==> src/rtl/register_file_bank.sv <==
// ---------------------------------------------------------------------------
// register_file_bank
//   DEPTH = 2**ADDR_W entries of DATA_W bits, one write port and two
//   registered read ports. A sequential clear zeroes one entry per cycle,
//   and reset always starts one. When ZERO_REG is nonzero, entry 0 is
//   hard-wired to read as zero.
//
//   Optional feature (macro REGFILE_BYPASS_EN):
//     defined   - an IDLE write that hits the address being read is forwarded
//                 to that read port in the same cycle.
//     undefined - that read returns the value held before the write.
//
// Ports
//   inp_clk        clock, rising edge
//   inp_rst        synchronous active-high reset; starts a full clear
//   inp_clear      one-cycle request to start a sequential clear
//   inp_flagWrite  write enable
//   inp_regWrite   write address
//   inp_dataWrite  write data
//   inp_rs         read address, port 1
//   inp_rd         read address, port 2
//   out_readData1  registered read data, port 1
//   out_readData2  registered read data, port 2
//   out_busy       high while a clear sequence is running
// ---------------------------------------------------------------------------
module register_file_bank #(
  parameter int DATA_W   = 16,
  parameter int ADDR_W   = 3,
  parameter int ZERO_REG = 1
) (
  input  logic              inp_clk,
  input  logic              inp_rst,
  input  logic              inp_clear,
  input  logic              inp_flagWrite,
  input  logic [ADDR_W-1:0] inp_regWrite,
  input  logic [DATA_W-1:0] inp_dataWrite,
  input  logic [ADDR_W-1:0] inp_rs,
  input  logic [ADDR_W-1:0] inp_rd,
  output logic [DATA_W-1:0] out_readData1,
  output logic [DATA_W-1:0] out_readData2,
  output logic              out_busy
);

  localparam int DEPTH = 1 << ADDR_W;
  // The counter is one bit wider than the address, so stepping past the last
  // entry never aliases back onto entry 0.
  localparam logic [ADDR_W:0] CNT_LAST = {1'b0, {ADDR_W{1'b1}}};

  typedef enum logic {IDLE, CLEAR} state_t;

  state_t            state_q;
  logic [ADDR_W:0]   cnt_q;
  logic              busy_q;
  logic [DATA_W-1:0] rd1_q, rd1_d;
  logic [DATA_W-1:0] rd2_q, rd2_d;
  logic [DATA_W-1:0] mem_q [DEPTH];
  logic              wr_ok;

  function automatic logic is_zero_entry(input logic [ADDR_W-1:0] a);
    return (ZERO_REG != 0) && (a == '0);
  endfunction

  // A write takes effect only in IDLE, outside reset, and never targets a
  // hard-wired zero entry.
  assign wr_ok = !inp_rst && (state_q == IDLE) && inp_flagWrite &&
                 !is_zero_entry(inp_regWrite);

  always_comb begin
    rd1_d = is_zero_entry(inp_rs) ? '0 : mem_q[inp_rs];
    rd2_d = is_zero_entry(inp_rd) ? '0 : mem_q[inp_rd];
`ifdef REGFILE_BYPASS_EN
    if (wr_ok && (inp_regWrite == inp_rs)) rd1_d = inp_dataWrite;
    if (wr_ok && (inp_regWrite == inp_rd)) rd2_d = inp_dataWrite;
`endif
  end

  // Control FSM and registered read outputs
  always_ff @(posedge inp_clk) begin
    if (inp_rst) begin
      state_q <= CLEAR;
      cnt_q   <= '0;
      busy_q  <= 1'b1;
      rd1_q   <= '0;
      rd2_q   <= '0;
    end else begin
      case (state_q)
        IDLE: begin
          rd1_q <= rd1_d;
          rd2_q <= rd2_d;
          if (inp_clear) begin
            state_q <= CLEAR;
            cnt_q   <= '0;
            busy_q  <= 1'b1;
          end else begin
            busy_q  <= 1'b0;
          end
        end
        CLEAR: begin
          // A clear request arriving here is ignored; the sequence runs on.
          rd1_q <= '0;
          rd2_q <= '0;
          cnt_q <= cnt_q + 1'b1;
          if (cnt_q == CNT_LAST) begin
            state_q <= IDLE;
            busy_q  <= 1'b0;
          end
        end
        default: begin
          state_q <= IDLE;
          busy_q  <= 1'b0;
        end
      endcase
    end
  end

  // Storage: only the clear sequence and accepted writes modify it.
  always_ff @(posedge inp_clk) begin
    if (!inp_rst) begin
      if (state_q == CLEAR) begin
        mem_q[cnt_q[ADDR_W-1:0]] <= '0;
      end else if (wr_ok) begin
        mem_q[inp_regWrite] <= inp_dataWrite;
      end
    end
  end

  assign out_readData1 = rd1_q;
  assign out_readData2 = rd2_q;
  assign out_busy      = busy_q;

endmodule

==> config.mk <==
export PLATFORM = sky130hd
export DESIGN_NAME = register_file_bank
export DESIGN_NICKNAME = d
export VERILOG_FILES = /design/src/rtl/register_file_bank.sv
export SDC_FILE = /design/constraint.sdc
export NUM_CORES = 1
export LEC_CHECK = 0
export BUFFER_PORTS_ARGS = -buffer_cell sky130_fd_sc_hd__buf_2
export CAP_MARGIN = 25
export CORE_MARGIN = 1
export CORE_UTILIZATION = 53
export DETAILED_ROUTE_END_ITERATION = 10
export PLACE_DENSITY = 0.75
export SYNTH_ARGS = -nofsm -noshare
export SYNTH_HDL_FRONTEND = slang
export SYNTH_SLANG_ARGS = --single-unit
==> constraint.sdc <==
create_clock -name inp_clk -period 3.1 [get_ports inp_clk]
set_input_delay 0.775 -clock inp_clk [delete_from_list [all_inputs] [get_ports inp_clk]]
set_output_delay 0.775 -clock inp_clk [all_outputs]
set_load 0.02 [all_outputs]
==> impl_metrics.yaml, run 1 <==
outcome:
  status: "complete, but fails checks"
  violations: "DRC"
routing:
  dr.pass1.iters: 7
  wl_per_cell_um: 22.20
  drt_iter0_markers: 280
  drc: 6
  vias_per_cell: 6.209
  ant_nets: 0
  num_vias: 3949
  finalWirelength_mm: 14.12
global_routing:
  grt_usage: 0.2428
  grt_overflow: 0
  grt_max_degree: 21
  grt_pass1_vias: 4233
  antenna_found_initial: 0
  grt_pass1_wl_mm: 22.31
timing:
  tns_ps: 0
  period_share: 0.6904
  rsz0062_at_grt: "no"
  drv_slew: 0
  setup_violations: 0
  whs_ps: 529.9
  max-slew-margin-rel: 0.4493
  hold_viol: 0
  fmax_ghz: 0.4672
  tightest_slew_ps: 826.1
  fin_skew_ps: 4.834
  fin_crit_ps: 2140
synth:
  syn_inst: 413
  yosys.area_share.simple: 0.05268
  synth_top_family_by_area: "multiplexers"
  synthesis.nets: 443
  synth_top_area_cell: "edfxtp_1"
  synthAdderAreaFrac: 0.001944
  synth-edff-count: 112
  synth_compound_area_frac: 0.08748
  synth_xor_area_frac: 0
  ys_warn_count: 0
  ys_ff_latch: 150
  yosysUniqueCellTypes: 45
  synth_common_cells: "edfxtp_1, dfxtp_1, inv_1"
  ys_seq_area_frac: 0.6407
  avgSynthCellArea_sq_um: 15.58
  synth_ff_type: "edfxtp_1"
  synth_area_leaders: "edfxtp_1, dfxtp_1, mux4_2"
  synth_mux_area_frac: 0.1711
  synth_top_area_share: 0.5226
  async_flop_share: 0
  yosys.cell_count.top_type: "edfxtp_1"
  synth_area_sq_mm: 0.006436
placement:
  gp_congestion: 0.8212
  dp_cells: 604
  hpwl_mm: 9.086
  numPortBuffers: 61
cells_and_area:
  fillers: 826
  n_antenna_cell: 0
  multi_input_area_sq_mm: 0.002051
  regArea_sq_mm: 0.004124
  area_delta_synth_final_pct: 17.09
  fin_util: 0.6489
  finish.net_count: 510
  drive_gt1_frac: 0.3692
  layout.cells.non_filler: 636
clock_tree:
  h-tree-depth: 4
  cts_tree: "done"
  hold_buffers: 0
  clockRootBuffer: "clkbuf_16"
  cts_made_buffers: 17
  cts_num_sinks: 150
  post_cts_resized: 0
  clk_pin_slew_worst_paths_ps: 60
  post-cts-setup-buffers: 0
  cts.path.max_buffers: 2
  insertion_delay_ps: 420
floorplan:
  core_area_sq_mm: 0.01161
  rows: 39
  io_pins: 62
  dieArea_sq_mm: 0.01259
  fp.dieH_um: 112.2
  start_util: 0.5542
  chipWidth_um: 112.2
power:
  seqPwrFrac: 0.482
  p_total_w: 0.004553
  max-vdd-ir-drop_v: 0.0004095
  comb_power_share: 0.054
  switching_share: 0.1980
  power_switching_w: 0.0009014
  leakagePower_nw: 2.817
  power_density_mw_per_mm2: 604.2
  clkPwrFrac: 0.464
  p_int_w: 0.003652
worst_setup_path:
  cp-start-kind: "register"
  end_kind: "register"
  cp_max_fo: 20
  crit_required_ps: 3200
  crit_type: "reg2reg"
  cp.arrival_ps: 2240
worst_hold_path:
  hold_path_class: "reg2reg"
run:
  drv_cap: 0
-- per-layer routing --
layer,up-vias,wire length (um),share of wire,GRT usage
met3,22,954,0.068,0.05832
met4,0,239,0.017,0.1111
met2,168,7652,0.54,0.4286
li1,1757,-,-,-
met5,-,0,0,0
met1,2002,5273,0.37,0.2813
-- power by group through the flow --
| stage | clock, W | sequential, W | combinational (W) |
|---|---|---|---|
| finish | 0.00211 | 0.00220 | 0.000245 |
| global route | 0.00223 | 0.00220 | 0.000261 |
| CTS | 0.00215 | 0.00220 | 0.000244 |
| detailed placement | 0 | 0.00224 | 0.000242 |
| global placement | 0 | 0.00223 | 0.000235 |
| floorplan | 0 | 0.00223 | 0.000173 |
-- worst max-delay path, stage by stage, from the launching register on --
cell     delay, ps
dfxtp_1        660
or4bb_1        600
o32a_1         200
nor2_1          80
buf_4          270
-- cell families after synthesis --
family	count (synthesis)
multiplexers	66
adder cells (fa/ha/maj)	1
flip-flops	150
AND/OR/NAND/NOR	51
AO/OA/AOI/OAI	81
buffers and inverters	64
-- layout by cell type, fill, tap and decap left out, types with 3 or more instances in the layout --
| cell type | n |
|---|---|
| nand3b_1 | 3 |
| a22oi_1 | 31 |
| dfxtp_1 | 38 |
| nor2_1 | 8 |
| nand2_1 | 5 |
| buf_4 | 16 |
| edfxtp_1 | 112 |
| a21oi_1 | 4 |
| mux4_2 | 32 |
| clkbuf_16 | 19 |
| inv_1 | 35 |
| o22ai_1 | 32 |
| mux2_2 | 32 |
| buf_2 | 61 |
| and2_1 | 16 |
| clkbuf_8 | 4 |
| clkinv_2 | 4 |
-- registers in the layout, summed over array words and instances, names as in the netlist --
name           cells
mem_q            112
state_q            1
out_readData2     16
out_busy           1
out_readData1     16
cnt_q              4
-- path summary, 6_finish.rpt --
check	start	end	slack, ps	cells after the start
hold / removal	out_busy	out_busy	530	2
setup reg to reg	state_q	mem_q[2][11]	960	4
setup / recovery	state_q	mem_q[2][11]	960	4
hold reg to reg	out_busy	out_busy	530	2
-- per-stage QoR --
step           setup slack [ps]  instance area [sq um]
4_1_cts                   972.1                   7536
3_3_place_gp              656.4                   6910
6_report                  959.7                   7536
2_1_floorplan             46.15                   6436
3_5_place_dp              572.8                   6910
5_1_grt                   869.1                   7536
-- area by class of cell --
class | count | share of cell area
Tap cell | 143 | 0.02374
Inverter | 35 | 0.01743
Multi-Input combinational cell | 199 | 0.2721
Sequential cell | 150 | 0.5472
Clock inverter | 7 | 0.01162
Timing Repair Buffer | 77 | 0.05645
Clock buffer | 25 | 0.07139
No activity file was read; power rests on OpenSTA's default activity.
==> run 2: changes to the inputs <==
Settings changed: ABC_AREA set to 1, CORE_UTILIZATION 53 to 54, PLACE_DENSITY 0.75 to 0.76.
Clock period 3.1 ns to 1.8 ns, I/O delays scaled along.
==> impl_metrics.yaml, run 2 <==
outcome:
  status: "completed"
synth:
  synth_top_area_share: 0.4896
  syn_inst: 898
  synth_area_leaders: "edfxtp_1, nand2_1, dfxtp_1"
  async_flop_share: 0
  synth_top_area_cell: "edfxtp_1"
  synth_ff_type: "edfxtp_1"
  ys_seq_area_frac: 0.5865
  yosys.cell_count.top_type: "nand2_1"
  avgSynthCellArea_sq_um: 8.743
  ys_warn_count: 0
  synth_area_sq_mm: 0.007851
  synthesis.nets: 928
  synth-edff-count: 128
  yosysUniqueCellTypes: 26
  synth_common_cells: "nand2_1, edfxtp_1, inv_1"
  ys_ff_latch: 166
timing:
  setup_violations: 0
  tightest_slew_ps: 661.0
  period_share: 0.9509
  max-slew-margin-rel: 0.5577
  fmax_ghz: 0.5843
  fin_ws_ps: 88.42
  rsz0062_at_grt: "yes"
  fin_skew_ps: 7.369
  fin_crit_ps: 1712
  drv_slew: 0
  hold_viol: 0
global_routing:
  grt_pass1_vias: 6152
  grt_pass1_wl_mm: 32.26
  antenna_found_initial: 0
  grt_max_degree: 65
  grt_overflow: 0
  grt_usage: 0.2935
worst_setup_path:
  cp.arrival_ps: 1850
  crit_slowest_cell: "dfxtp_1"
  cp_common_cell: "nand2_4"
  end_kind: "register"
  slowest_delay_ps: 310
  crit_chain: "inv_2 -> nand2_4 -> nor2_8 -> nand2_4 -> nand2_1 -> nand3_2 -> nor2_4 -> buf_12"
  crit_required_ps: 1940
  critPathTopFamily: "simple AND/OR/NAND/NOR gates"
  cp_max_fo: 16
  crit_type: "reg2reg"
  critPathBufInv: 2
  cp-start-kind: "register"
cells_and_area:
  final_common_cell: "nand2_1"
  fin_util: 0.6697
  layout.cells.non_filler: 1165
  area_delta_synth_final_pct: 19.78
  n_antenna_cell: 0
  largest_register_ffs: 128
  final_cell_mix: "nand2_1, edfxtp_1, inv_1"
  fin_area_sq_mm: 0.009404
  finish.net_count: 1002
  regMostFlops: "mem_q"
  drive_gt1_frac: 0.1624
placement:
  gp_congestion: 0.8541
  placed_cell_area_sq_mm: 0.008748
  hpwl_mm: 13.18
  numPortBuffers: 61
  dp_cells: 1133
  dp_slack_ps: -203.8
clock_tree:
  clockRootBuffer: "clkbuf_16"
  post_cts_resized: 0
  hold_buffers: 0
  h-tree-depth: 4
  clk_pin_slew_worst_paths_ps: 60
  insertion_delay_ps: 430
  cts.path.max_buffers: 2
  cts_made_buffers: 17
  post-cts-setup-buffers: 0
  cts_tree: "done"
  cts_num_sinks: 166
power:
  leakagePower_nw: 4.232
  max-vdd-ir-drop_v: 0.0009190
  p_total_w: 0.008883
  power_density_mw_per_mm2: 944.6
floorplan:
  io_pins: 62
  dieArea_sq_mm: 0.01503
  chipWidth_um: 122.6
  fp.dieH_um: 122.6
  core_area_sq_mm: 0.01404
  start_util: 0.5591
  rows: 43
routing:
  wl_per_cell_um: 17.57
  vias_per_cell: 5.544
  finalWirelength_mm: 20.47
  drt_iter0_markers: 747
  drc: 0
  dr.pass1.iters: 6
  num_vias: 6459
  ant_nets: 0
run:
  drv_cap: 0
worst_hold_path:
  hold_path_class: "in2reg"
run 2: changes by cell type after synthesis, sizes merged, moves of 31 or more:
cell / before / now
inv: 35 / 126
mux4: 32 / 0
a21oi: 4 / 36
a22oi: 31 / 0
nor2: 9 / 93
o22ai: 32 / 0
mux2: 32 / 0
nand3: 1 / 104
nand2: 5 / 250
o211ai: 1 / 32
run 2: cell type report:
class,count,area [sq um]
Sequential cell,166,4604
Timing Repair Buffer,107,863.3
Tap cell,180,225.2
Fill cell,1034,4638
Inverter,126,473.0
Multi-Input combinational cell,554,2582
Clock buffer,21,460.4
Clock inverter,11,195.2
run 2: path summary, 6_finish.rpt:
kind,from,end,slack (ps),cells past startpoint
max,state_q,mem_q[7][6],90,8
min,inp_clear,cnt_q[1],220,2
max reg2reg,state_q,mem_q[7][6],90,8
min reg2reg,out_busy,out_busy,470,1
run 2: power by group:
| group | switching [W] | internal [W] | leakage [nW] |
|---|---|---|---|
| sequential | 0.0000339 | 0.00416 | 1.40 |
| combinational | 0.000446 | 0.000235 | 2.52 |
| clock | 0.00147 | 0.00254 | 0.312 |
| total | 0.00195 | 0.00693 | 4.23 |
run 2: logic make-up after synthesis:
| group | Yosys count | synth area share |
|---|---|---|
| AND/OR/NAND/NOR | 448 | 0.2371 |
| buffers and inverters | 178 | 0.09354 |
| flip-flops | 166 | 0.5865 |
| AO/OA/AOI/OAI | 105 | 0.08127 |
| adder cells (fa/ha/maj) | 1 | 0.001593 |
run 2: worst register-to-register path, cell delays in order, from the launching register on:
cell,delay [ps]
dfxtp_1,310
inv_2,70
nand2_4,60
nor2_8,130
nand2_4,100
nand2_1,140
nand3_2,230
nor2_4,190
buf_12,180
run 2: stage by stage:
stage	hold WS, ps	TNS (ps)
global route	226.7	-103.7
detailed placement	455.6	-24800
CTS	219.7	0
finish	224.9	0
global placement	450.6	-20270
floorplan	442.0	-4732
run 2: layer usage:
layer | global-route usage | routed length (um) | vias up
met2 | 0.4656 | 9784 | 392
met4 | 0.1220 | 539 | 0
li1 | - | - | 3063
met5 | 0 | 0 | -
met1 | 0.3838 | 8063 | 2955
met3 | 0.07481 | 2087 | 49
